<file path="src/rtl/rom_tone_player.sv">
// rom_tone_player
// Walks the note ROM from address 0 to LAST_ADDR and plays each word as a
// square wave. Each ROM word is a half-period in clocks, and 0 means a rest.
// Every note takes NOTE_LEN+2 clocks: one FETCH, one LOAD, then NOTE_LEN of PLAY.
//
// Ports:
//   clk      in   system clock, rising edge
//   rst_n    in   asynchronous active-low reset
//   start    in   level; begins playback from address 0 when idle
//   stop     in   aborts playback back to idle (beats a coincident note end)
//   loop     in   sampled at the end of the last note; 1 = wrap to address 0
//   rom_data in   registered ROM output, valid one clock after addr changes
//   addr     out  ROM address (registered)
//   tone     out  square-wave audio (registered)
//   busy     out  high whenever not idle
//   done     out  one-cycle pulse when a non-looping sequence finishes
module rom_tone_player #(
    parameter int unsigned LAST_ADDR = 15,
    parameter int unsigned NOTE_LEN  = 1000
) (
    input  logic        clk,
    input  logic        rst_n,
    input  logic        start,
    input  logic        stop,
    input  logic        loop,
    input  logic [15:0] rom_data,
    output logic [3:0]  addr,
    output logic        tone,
    output logic        busy,
    output logic        done
);

    typedef enum logic [1:0] {S_IDLE, S_FETCH, S_LOAD, S_PLAY} state_t;

    localparam logic [3:0]  LAST_A   = LAST_ADDR[3:0];
    localparam logic [31:0] NOTE_END = NOTE_LEN - 1;

    state_t      state_q, state_d;
    logic [3:0]  addr_q, addr_d;
    logic        tone_q, tone_d;
    logic        done_q, done_d;
    logic [15:0] div_q, div_d;
    logic [15:0] half_cnt_q, half_cnt_d;
    logic [31:0] note_cnt_q, note_cnt_d;

    always_comb begin
        state_d    = state_q;
        addr_d     = addr_q;
        tone_d     = tone_q;
        done_d     = 1'b0;
        div_d      = div_q;
        half_cnt_d = half_cnt_q;
        note_cnt_d = note_cnt_q;

        case (state_q)
            S_IDLE: begin
                tone_d = 1'b0;
                if (start && !stop) begin
                    state_d = S_FETCH;
                    addr_d  = 4'd0;
                end
            end
            // addr has been stable for this cycle, so the ROM captures it at
            // the closing edge. LOAD then sees the matching word.
            S_FETCH: state_d = S_LOAD;
            S_LOAD: begin
                div_d      = rom_data;
                half_cnt_d = 16'd0;
                note_cnt_d = 32'd0;
                tone_d     = 1'b0;
                state_d    = S_PLAY;
            end
            S_PLAY: begin
                note_cnt_d = note_cnt_q + 32'd1;
                if (div_q != 16'd0) begin
                    // A toggle every div clocks gives a half-period of exactly div.
                    if (half_cnt_q == div_q - 16'd1) begin
                        tone_d     = ~tone_q;
                        half_cnt_d = 16'd0;
                    end else begin
                        half_cnt_d = half_cnt_q + 16'd1;
                    end
                end else begin
                    tone_d = 1'b0;
                end
                if (note_cnt_q == NOTE_END) begin
                    if (addr_q != LAST_A) begin
                        addr_d  = addr_q + 4'd1;
                        state_d = S_FETCH;
                    end else if (loop) begin
                        addr_d  = 4'd0;
                        state_d = S_FETCH;
                    end else begin
                        addr_d  = 4'd0;
                        tone_d  = 1'b0;
                        done_d  = 1'b1;
                        state_d = S_IDLE;
                    end
                end
            end
            default: state_d = S_IDLE;
        endcase

        // stop overrides everything above, including a final note end.
        if (stop && state_q != S_IDLE) begin
            state_d = S_IDLE;
            addr_d  = 4'd0;
            tone_d  = 1'b0;
            done_d  = 1'b0;
        end
    end

    always_ff @(posedge clk or negedge rst_n) begin
        if (!rst_n) begin
            state_q    <= S_IDLE;
            addr_q     <= 4'd0;
            tone_q     <= 1'b0;
            done_q     <= 1'b0;
            div_q      <= 16'd0;
            half_cnt_q <= 16'd0;
            note_cnt_q <= 32'd0;
        end else begin
            state_q    <= state_d;
            addr_q     <= addr_d;
            tone_q     <= tone_d;
            done_q     <= done_d;
            div_q      <= div_d;
            half_cnt_q <= half_cnt_d;
            note_cnt_q <= note_cnt_d;
        end
    end

    assign addr = addr_q;
    assign tone = tone_q;
    assign done = done_q;
    // done is only raised while entering IDLE, so busy and done never overlap.
    assign busy = (state_q != S_IDLE);

endmodule

</file>
<file path="config.mk">
export PLATFORM = sky130hd
export DESIGN_NAME = rom_tone_player
export DESIGN_NICKNAME = d
export VERILOG_FILES = /design/src/rtl/rom_tone_player.sv
export SDC_FILE = /design/constraint.sdc
export NUM_CORES = 1
export LEC_CHECK = 0
export CORE_MARGIN = 1.5
export CORE_UTILIZATION = 35
export DETAILED_ROUTE_END_ITERATION = 6
export GPL_TIMING_DRIVEN = 1
export PLACE_DENSITY_LB_ADDON = 0.3
export SLEW_MARGIN = 10
export SYNTH_ARGS = -nofsm -noshare
export SYNTH_HDL_FRONTEND = slang
export SYNTH_SLANG_ARGS = --single-unit
</file>
<file path="constraint.sdc">
create_clock -name clk -period 2.25 [get_ports clk]
set_input_delay 0.5625 -clock clk [delete_from_list [all_inputs] [get_ports clk]]
set_output_delay 0.5625 -clock clk [all_outputs]
set_load 0.02 [all_outputs]
</file>
==> Implementation_results.wiki, run 1 <==
{| class="wikitable"
! Metric !! Value
|-
| Run status || finished, violations left
|-
| Violations in the final reports || setup timing
|-
| Number of max-cap violations || 0
|-
| Fin nets || 521
|-
| Via Count || 3331
|-
| Antenna-violating nets left || 0
|-
| Register bit total from synthesis || 72
|-
| Post-Synth Adder-Cell Area || 0.02117
|-
| Setup Skew || 0.005365 ns
|-
| Number of instances in the synthesized netlist || 419
|-
| RD Place Congestion || 0.8070
|-
| Commonest non-fill, non-tap cells in the layout || dfrtp_1, nand2_1, buf_4
|-
| Compound-gate portion of the synthesized area || 0.1101
|-
| Static Leak || 0.002262 µW
|-
| Class of the worst hold path || in -> async
|-
| Area used by multi-input combinational logic || 2345 µm²
|-
| Synth Net Count || 447
|-
| Post-synth top area cell || dfrtp_1
|-
| Vias in the first global route || 3352
|-
| Highest Clock Rate || 434.3 MHz
|-
| Total non-filler cell area in the finished layout || 5284 µm²
|-
| Xor/xnor cell area share of the yosys netlist || 0.1070
|-
| Post-Synthesis Mean Instance Area || 9.875 µm²
|-
| Pwr dens || 944.9 nW/µm²
|-
| Highest net fanout along the worst path || 12
|-
| WHS || 0.2429 ns
|-
| Global-route usage over all layers || 0.1590
|-
| Share of layout cells above drive strength 1 || 0.2414
|-
| First-pass GRT wire length || 16.19 mm
|-
| Total of fill cells in the finished design || 1053
|-
| Number of antenna violations at the first check in global routing || 0
|-
| Transition time at the pin with the least slew margin || 0.5866 ns
|-
| Worst vdd rail ir drop || 0.5730 mV
|-
| Maximum clock path buffer count || 2
|-
| CTS Root Cell || clkbuf_16
|-
| Clock buffers created by TritonCTS || 9
|-
| Yosys warnings || 0
|-
| DRC marker count from the first detailed-route iteration || 166
|-
| Unique cell type count in the Yosys netlist || 54
|-
| I/O pin count || 28
|-
| Worst Setup EP || half_cnt_q[7]
|-
| Crit path required time || 2.47 ns
|-
| R2R Path End || half_cnt_q[7]
|-
| Port bufs || 27
|-
| # setup viols final || 14
|-
| Clock transition at path regs || 0.06 ns
|-
| Vertical die dimension || 111.7 µm
|-
| Placed standard-cell area || 4907 µm²
|-
| Relative max-transition margin || 0.6090
|-
| Number of synthesized flops with an enable pin || 0
|-
| Unrepaired setup endpoints after global routing || yes
|-
| CTS tree || yes
|-
| Minimum setup slack among reg-to-reg paths || -0.05 ns
|-
| Synth top area share || 0.4354
|-
| Period Utilization, post-route || 1.023
|-
| Sequential element share of the synthesized area || 0.4354
|-
| GRT Residual Overflow || 0
|-
| Largest net degree at the start of global routing || 43
|-
| Max-slew violations || 0
|-
| Routed wire length per instance || 14.82 µm
|-
| Dominant combinational cell family by area after synthesis || simple AND/OR/NAND/NOR gates
|-
| Final Hold Fails || 0
|-
| Fraction of synthesis flops using an asynchronous set or reset pin || 1.000
|-
| Launching point of the worst reg2reg path || div_q[5]
|-
| Number of iterations in the first detailed-routing pass || 4
|-
| Class of the most critical setup path || reg -> reg
|-
| Total Routed Length || 9.487 mm
|-
| Smallest setup slack after layout || -0.05239 ns
|-
| Remaining routing DRC violations || 0
|-
| Basic-gate share of the synthesized area counting and, or, nand and nor cells || 0.2274
|-
| Via-per-instance ratio || 5.205
|-
| Synth top area cells || dfrtp_1, xnor2_1, nand2_1, xor2_1, mux2_2
|-
| Mux contribution to synthesized area || 0.07439
|-
| Number of clock sinks seen by CTS || 72
|-
| Setup slack at placement || -0.08649 ns
|-
| Worst R2R Path Depth || 8
|-
| Overall Power || 4993 µW
|-
| Leading register cell type out of synthesis || dfrtp_1
|-
| Fraction of the core area covered by cells at the end of the flow || 0.4608
|-
| Worst setup path startpoint || div_q[5]
|-
| Seq. cell area || 1802 µm²
|-
| Floorplan die area || 12480 µm²
|-
| Clock latency on the worst-skew pair || 0.33 ns
|-
| Die outline width || 111.7 µm
|-
| Area inside the core boundary || 11470 µm²
|-
| Critical path startpoint category || register
|-
| Minimum clock period after layout || 2.302 ns
|-
| DP HPWL || 6.826 mm
|-
| Post-synthesis instance area || 4138 µm²
|-
| Number of rows in the core area || 39
|-
| Capturing element type of the critical path || register
|-
| N_diodes || 0
|-
| H-tree depth || 3
|-
| Signed area change from the synthesized netlist to the final layout || 27.70%
|-
| Starting Density || 0.3608
|-
| CP Data Arrival Time || 2.52 ns
|-
| Most common library cell in the layout ignoring fill and taps || dfrtp_1
|}
how the worst min path moves through the flow:
stage	endpoint	start	slack [ns]	cells after the start
after floorplan	addr[0]	rst_n	0.27	0
after global placement	note_cnt_q[31]	note_cnt_q[31]	0.48	1
after detailed placement	note_cnt_q[31]	note_cnt_q[31]	0.49	1
after CTS	half_cnt_q[14]	rst_n	0.27	1
after global routing	div_q[8]	rst_n	0.30	1
final	half_cnt_q[3]	rst_n	0.24	1
critical path: stages (launching register included):
cell and delay [ns]:
dfrtp_1 0.37, or4_4 0.59, or3_4 0.35, mux2i_1 0.14, o22ai_2 0.14, nand4_4 0.13, o31ai_4 0.23, buf_12 0.18
nor2_1 0.05
what timing repair did:
item | CTS | global route
setup endpoints to repair | 19 | 22
buffers inserted | 0 | 1
gates resized for setup | 9 | 11
hold buffers | 0 | 0
endpoints found under the hold margin | 0 | 0
pin swaps | 0 | 2
layer usage:
metal / GRT usage / wire (µm) / vias to the layer above
met3: 0.02940 / 296 / 13
met4: 0.05823 / 186 / 0
met5: 0 / 0 / -
met1: 0.2161 / 4489 / 1621
met2: 0.2541 / 4516 / 50
li1: - / - / 1647
sequential cells by signal (all words and copies together) (netlist names):
signal / count
tone: 1
done: 1
addr: 4
note_cnt_q: 32
div_q: 16
state_q: 2
half_cnt_q: 16
cell type report:
class,count,area share
multi-input cells,324,0.4438
flip-flops and latches,72,0.3410
repair buffers,73,0.1205
clock buffers,10,0.04523
well taps,143,0.03386
inverters,13,0.009235
clock inverters,5,0.006394
stage by stage:
| stage | std cells | TNS, ns |
|---|---|---|
| finish | 640 | -0.5286 |
| global route | 640 | -1.869 |
| CTS | 639 | -0.3907 |
| detailed placement | 624 | -1.197 |
| global placement | 624 | -0.003096 |
| floorplan | 419 | -0.3903 |
report_power, final:
group | switching, µW | internal [µW]
clock network | 548 | 767
logic | 1020 | 949
registers | 208 | 1500
kinds of logic after synthesis:
family,count (synthesis)
xor gates and xnor gates,48
muxes,29
buffers and inverters,23
AOI/OAI and AO/OA,64
adders and majority gates,7
DFF,72
and+or+nand+nor,176
cells in the mapped netlist, types with 2 or more instances:
library cell and instances:
buf_1 2, a21oi_1 6, o211ai_1 6, and3_4 4
ha_1 7, xnor2_1 24, a22o_1 3, o31ai_1 7
nand4_1 10, nand3_1 26, and3_1 10, dfrtp_1 72
a21o_1 2, xor2_1 21, nor4_2 2, nor2_1 26
o21ai_0 22, and2_1 4, or3_1 4, or2_2 2
nor4_1 8, buf_6 2, o22ai_1 2, o21a_1 3
nor2_2 7, mux2_2 14, xnor2_2 3, nand2_1 50
mux2i_1 15, nor3_1 10, inv_1 13, nand2b_1 2
clkbuf_1 6, nor4b_1 3, or4_4 2
(Power assumes the default switching activity.)
==> run 2, diff against run 1 <==
--- a/config.mk
+++ b/config.mk
@@ -10,2 +10,3 @@
 export DETAILED_ROUTE_END_ITERATION = 6
+export GPL_ROUTABILITY_DRIVEN = 0
 export GPL_TIMING_DRIVEN = 1
==> constraint.sdc (replaced) <==
create_clock -name clk -period 2.25 [get_ports clk]
set_input_delay 0.45 -clock clk [delete_from_list [all_inputs] [get_ports clk]]
set_output_delay 0.45 -clock clk [all_outputs]
set_load 0.02 [all_outputs]
==> Implementation_results.wiki, run 2 (synthesized netlist as in run 1, its figures left out) <==
{| class="wikitable"
! Metric !! Value
|-
| Run status || finished, violations left
|-
| Violations in the final reports || setup timing
|-
| Fraction of the core area covered by cells at the end of the flow || 0.4603 (about the same)
|-
| Highest Clock Rate || 435.8 MHz (+0.34%)
|-
| Final Hold Fails || 0 (unchanged)
|-
| Routed wire length per instance || 14.54 µm (-1.9%)
|-
| Highest net fanout along the worst path || 7 (-5)
|-
| WHS || 0.1171 ns (-0.1258 ns)
|-
| Clock buffers created by TritonCTS || 9 (unchanged)
|-
| Number of iterations in the first detailed-routing pass || 5 (+1)
|-
| Static Leak || 0.002270 µW (+0.37%)
|-
| First-pass GRT wire length || 16.34 mm (+0.94%)
|-
| Via Count || 3308 (-0.69%)
|-
| Floorplan die area || 12480 µm² (unchanged)
|-
| Commonest non-fill, non-tap cells in the layout || dfrtp_1, nand2_1, buf_4
|-
| Worst R2R Path Depth || 7 (-1)
|-
| Signed area change from the synthesized netlist to the final layout || 27.58% (about the same)
|-
| Worst setup path startpoint || div_q[5]
|-
| Pwr dens || 938.8 nW/µm² (-0.64%)
|-
| Registers with the highest flip-flop counts || note_cnt_q: 32 flops, div_q: 16 flops, half_cnt_q: 16 flops
|-
| Largest net degree at the start of global routing || 42 (-2.3%)
|-
| Minimum clock period after layout || 2.295 ns (-0.007874 ns)
|-
| Launching point of the worst reg2reg path || div_q[5]
|-
| DP HPWL || 6.713 mm (-1.7%)
|-
| Class of the worst hold path || in -> async
|-
| I/O pin count || 28 (unchanged)
|-
| H-tree depth || 3 (unchanged)
|-
| Transition time at the pin with the least slew margin || 0.5768 ns (-0.009725 ns)
|-
| N_diodes || 0 (unchanged)
|-
| Max-slew violations || 0 (unchanged)
|-
| R2R Path End || half_cnt_q[5]
|-
| Starting Density || 0.3608 (unchanged)
|-
| CTS Root Cell || clkbuf_16
|-
| Remaining routing DRC violations || 0 (unchanged)
|-
| Most flops, register || note_cnt_q
|-
| CP Data Arrival Time || 2.52 ns (about the same)
|-
| Flip-flop count of the largest register after layout || 32 (unchanged)
|-
| # setup viols final || 15 (+1)
|-
| DRC marker count from the first detailed-route iteration || 122 (-27%)
|-
| Relative max-transition margin || 0.6154 (+0.006483)
|-
| Global-route usage over all layers || 0.1631 (+0.004079)
|-
| Critical path startpoint category || register
|-
| Maximum clock path buffer count || 2 (unchanged)
|-
| Minimum setup slack among reg-to-reg paths || -0.04 ns (about the same)
|-
| Most common library cell in the layout ignoring fill and taps || dfrtp_1
|-
| Area inside the core boundary || 11470 µm² (unchanged)
|-
| Overall Power || 4956 µW (-0.74%)
|-
| Total Routed Length || 9.292 mm (-2.1%)
|-
| Share of layout cells above drive strength 1 || 0.2379 (-0.003545)
|-
| Number of rows in the core area || 39 (unchanged)
|-
| Total non-filler cell area in the finished layout || 5279 µm² (about the same)
|-
| Smallest setup slack after layout || -0.04451 ns (+0.007874 ns)
|-
| Clock transition at path regs || 0.06 ns (about the same)
|-
| Number of max-cap violations || 0 (unchanged)
|-
| Worst vdd rail ir drop || 0.7458 mV (+30%)
|-
| Antenna-violating nets left || 0 (unchanged)
|-
| Capturing element type of the critical path || register
|-
| CTS tree || yes
|-
| Placed standard-cell area || 4915 µm² (+0.15%)
|-
| Fin nets || 522 (+0.19%)
|-
| Via-per-instance ratio || 5.177 (-0.54%)
|-
| Vias in the first global route || 3354 (+0.060%)
|-
| Unrepaired setup endpoints after global routing || yes
|-
| Period Utilization, post-route || 1.020 (-0.003500)
|-
| GRT Residual Overflow || 0 (unchanged)
|-
| Setup slack at placement || -0.04597 ns (+0.04052 ns)
|-
| Number of clock sinks seen by CTS || 72 (unchanged)
|-
| Total of fill cells in the finished design || 1091 (+3.6%)
|-
| Clock latency on the worst-skew pair || 0.34 ns (about the same)
|-
| Crit path required time || 2.47 ns (about the same)
|-
| Number of antenna violations at the first check in global routing || 0 (unchanged)
|-
| Class of the most critical setup path || reg -> reg
|-
| Setup Skew || 0.004986 ns (-0.0003792 ns)
|-
| CTS Hold Bufs || 0 (unchanged)
|-
| Port bufs || 27 (unchanged)
|-
| Die outline width || 111.7 µm (unchanged)
|-
| Vertical die dimension || 111.7 µm (unchanged)
|}
==> run 2: worst max-delay path by stage <==
stage	slack (ns)	cells after the start	endpoint
6_report	-0.04	7	half_cnt_q[5]
5_1_grt	-0.14	8	half_cnt_q[11]
4_1_cts	-0.05	8	half_cnt_q[11]
3_5_place_dp	-0.05	7	half_cnt_q[11]
3_3_place_gp	-0.02	10	half_cnt_q[5]
2_1_floorplan	-0.07	8	half_cnt_q[11]
==> run 2: where the power goes <==
group	leakage, µW	switching (µW)	internal (µW)
sequential	0.000967	203	1500
clock	0.000130	516	786
combinational	0.00117	1000	951
==> run 2: per-stage QoR <==
stage          std cells  TNS [ns]
4_1_cts              639   -0.4639
5_1_grt              639    -2.081
6_report             639   -0.5032
2_1_floorplan        419   -0.3903
3_3_place_gp         625   -0.1733
3_5_place_dp         625   -0.4581
==> run 2: what timing repair did <==
item / CTS / global route
resized for setup: 7 / 11
pin swaps: 0 / 0
buffers inserted: 1 / 0
endpoints found under the setup margin: 18 / 22
==> run 2: critical path, cell delays in order (launching register included) <==
cell and delay (ns):
dfrtp_1 0.37, or4_4 0.57, or2_4 0.28, o41a_4 0.37, and3_4 0.22, and3_4 0.19, xnor2_2 0.12, nor2_1 0.05
==> run 2: per-layer routing <==
metal,global-route usage,up-vias,routed length [µm]
met5,0,-,0
li1,-,1648,-
met3,0.04518,11,273
met4,0.04979,0,127
met2,0.2602,38,4441
met1,0.2165,1611,4450
==> run 2: layout make-up <==
| class | instances | area (µm²) | share of cell area |
|---|---|---|---|
| Multi-Input combinational cell | 324 | 2344 | 0.4439 |
| Timing Repair Buffer | 74 | 644.4 | 0.1221 |
| Inverter | 13 | 48.80 | 0.009244 |
| Clock inverter | 1 | 5.005 | 0.0009481 |
| Sequential cell | 72 | 1802 | 0.3413 |
| Clock buffer | 12 | 256.5 | 0.04859 |
| Tap cell | 143 | 178.9 | 0.03389 |
==> run 3, diff against run 2 <==
- TNS_END_PERCENT: default -> 20
==> Implementation_results.wiki, run 3 (synthesized netlist as in run 1, its figures left out) <==
{| class="wikitable"
! Metric !! Value
|-
| Run status || finished, violations left
|-
| Violations in the final reports || setup timing
|-
| CP Data Arrival Time || 2.57 ns (+0.05 ns)
|-
| Unrepaired setup endpoints after global routing || yes
|-
| Class of the most critical setup path || reg -> reg
|-
| Floorplan die area || 12480 µm² (unchanged)
|-
| Port bufs || 27 (unchanged)
|-
| Commonest non-fill, non-tap cells in the layout || dfrtp_1, nand2_1, buf_4
|-
| Number of max-cap violations || 0 (unchanged)
|-
| Remaining routing DRC violations || 0 (unchanged)
|-
| Critical path startpoint category || register
|-
| Largest net degree at the start of global routing || 73 (+74%)
|-
| Via-per-instance ratio || 5.205 (+0.54%)
|-
| Flip-flop count of the largest register after layout || 32 (unchanged)
|-
| First-pass GRT wire length || 16.41 mm (+0.42%)
|-
| Number of antenna violations at the first check in global routing || 0 (unchanged)
|-
| Total Routed Length || 9.363 mm (+0.76%)
|-
| Share of layout cells above drive strength 1 || 0.2359 (-0.002016)
|-
| Vias in the first global route || 3438 (+2.5%)
|-
| Worst vdd rail ir drop || 0.6875 mV (-7.8%)
|-
| DRC marker count from the first detailed-route iteration || 195 (+60%)
|-
| Capturing element type of the critical path || register
|-
| Setup slack at placement || -0.1533 ns (-0.1073 ns)
|-
| GRT Residual Overflow || 0 (unchanged)
|-
| Number of clock sinks seen by CTS || 72 (unchanged)
|-
| Via Count || 3326 (+0.54%)
|-
| Post-CTS setup buffers || 0 (-1)
|-
| Fin nets || 520 (-0.38%)
|-
| Area inside the core boundary || 11470 µm² (unchanged)
|-
| Period Utilization, post-route || 1.042 (+0.02189)
|-
| DP HPWL || 6.613 mm (-1.5%)
|-
| Smallest setup slack after layout || -0.09378 ns (-0.04926 ns)
|-
| Final Instance Count excl. Fillers || 639 (unchanged)
|-
| Most common library cell in the layout ignoring fill and taps || dfrtp_1
|-
| Total non-filler cell area in the finished layout || 5298 µm² (+0.36%)
|-
| Crit path required time || 2.48 ns (about the same)
|-
| Number of iterations in the first detailed-routing pass || 5 (unchanged)
|-
| Final Hold Fails || 0 (unchanged)
|-
| Die outline width || 111.7 µm (unchanged)
|-
| Clock buffers created by TritonCTS || 9 (unchanged)
|-
| Seq. cell area || 1802 µm² (unchanged)
|-
| Starting Density || 0.3608 (unchanged)
|-
| Fraction of the core area covered by cells at the end of the flow || 0.4620 (+0.001637)
|-
| # setup viols final || 17 (+2)
|-
| Static Leak || 0.002271 µW (about the same)
|-
| Minimum clock period after layout || 2.344 ns (+0.04926 ns)
|-
| WHS || 0.1184 ns (+0.001356 ns)
|-
| H-tree depth || 3 (unchanged)
|-
| Placed standard-cell area || 4898 µm² (-0.33%)
|-
| Vertical die dimension || 111.7 µm (unchanged)
|-
| Highest Clock Rate || 426.7 MHz (-2.1%)
|-
| Highest net fanout along the worst path || 12 (+5)
|-
| Number of rows in the core area || 39 (unchanged)
|-
| Pwr dens || 964.2 nW/µm² (+2.7%)
|-
| Area used by multi-input combinational logic || 2330 µm² (-0.59%)
|-
| Class of the worst hold path || in -> async
|-
| Relative max-transition margin || 0.7310 (+0.1156)
|-
| Signed area change from the synthesized netlist to the final layout || 28.03%
|-
| Total of fill cells in the finished design || 1083 (-0.73%)
|-
| Maximum clock path buffer count || 2 (unchanged)
|-
| Post-placement cell count || 624 (-0.16%)
|-
| Clock transition at path regs || 0.06 ns (about the same)
|-
| Antenna-violating nets left || 0 (unchanged)
|-
| Routed wire length per instance || 14.65 µm (+0.76%)
|-
| Registers with the highest flip-flop counts || note_cnt_q: 32 flops, div_q: 16 flops, half_cnt_q: 16 flops
|-
| N_diodes || 0 (unchanged)
|-
| Global-route usage over all layers || 0.1618 (-0.001314)
|-
| Transition time at the pin with the least slew margin || 0.4035 ns (-0.1734 ns)
|-
| Most flops, register || note_cnt_q
|-
| I/O pin count || 28 (unchanged)
|-
| CTS Root Cell || clkbuf_16
|-
| Clock latency on the worst-skew pair || 0.34 ns (about the same)
|-
| Setup Skew || 0.006939 ns (+0.001953 ns)
|-
| CTS Hold Bufs || 0 (unchanged)
|-
| CTS tree || yes
|-
| Max-slew violations || 0 (unchanged)
|}
==> run 3: worst max-delay path, cell delays in order, from the launching register on <==
cell and delay, ns:
dfrtp_1 0.38, or4_4 0.58, or3_4 0.39, mux2i_1 0.13
o22ai_2 0.14, nand4_4 0.14, o31ai_4 0.23, buf_12 0.18
nor2_1 0.05
==> run 3: final cells by class <==
type	instances	area share
clock buffers	13	0.05102
clock inverters	2	0.007085
inverters	13	0.009211
multi-input cells	324	0.4398
flip-flops and latches	72	0.3401
well taps	143	0.03377
repair buffers	72	0.1190
==> run 3: repair_timing <==
item | in CTS | in global routing
hold endpoints to repair | 0 | 0
gates resized for setup | 7 | 12
pin swaps | 3 | 3
setup endpoints to repair | 19 | 25
==> run 3: report_power, final <==
group          internal [µW]  total (µW)  switching [µW]
logic                    937        1940            1000
registers               1500        1690             193
clock network            943        1480             534
total                   3380        5110            1730
==> run 3: worst paths after layout <==
check,end,start,slack (ns),cells after the start
max reg2reg,half_cnt_q[11],div_q[3],-0.09,8
min in group clk,note_cnt_q[31],note_cnt_q[31],0.49,1
min,note_cnt_q[22],rst_n,0.12,2
min reg2reg,note_cnt_q[31],note_cnt_q[31],0.49,1
max in group asynchronous,half_cnt_q[1],rst_n,1.80,2
max,half_cnt_q[11],div_q[3],-0.09,8
==> run 3: routing by layer <==
metal	routed length, µm	vias up	track usage
li1	-	1650	-
met1	4444	1624	0.2105
met2	4528	39	0.2589
met3	215	13	0.04409
met4	174	0	0.05907
met5	0	-	0
==> run 3: through the flow <==
step                total power [µW]  TNS [ns]
floorplan                       2876   -0.6779
global placement                3550   -0.4993
detailed placement              3602    -1.814
CTS                             5139   -0.9879
global route                    5425    -2.190
finish                          5108    -1.257
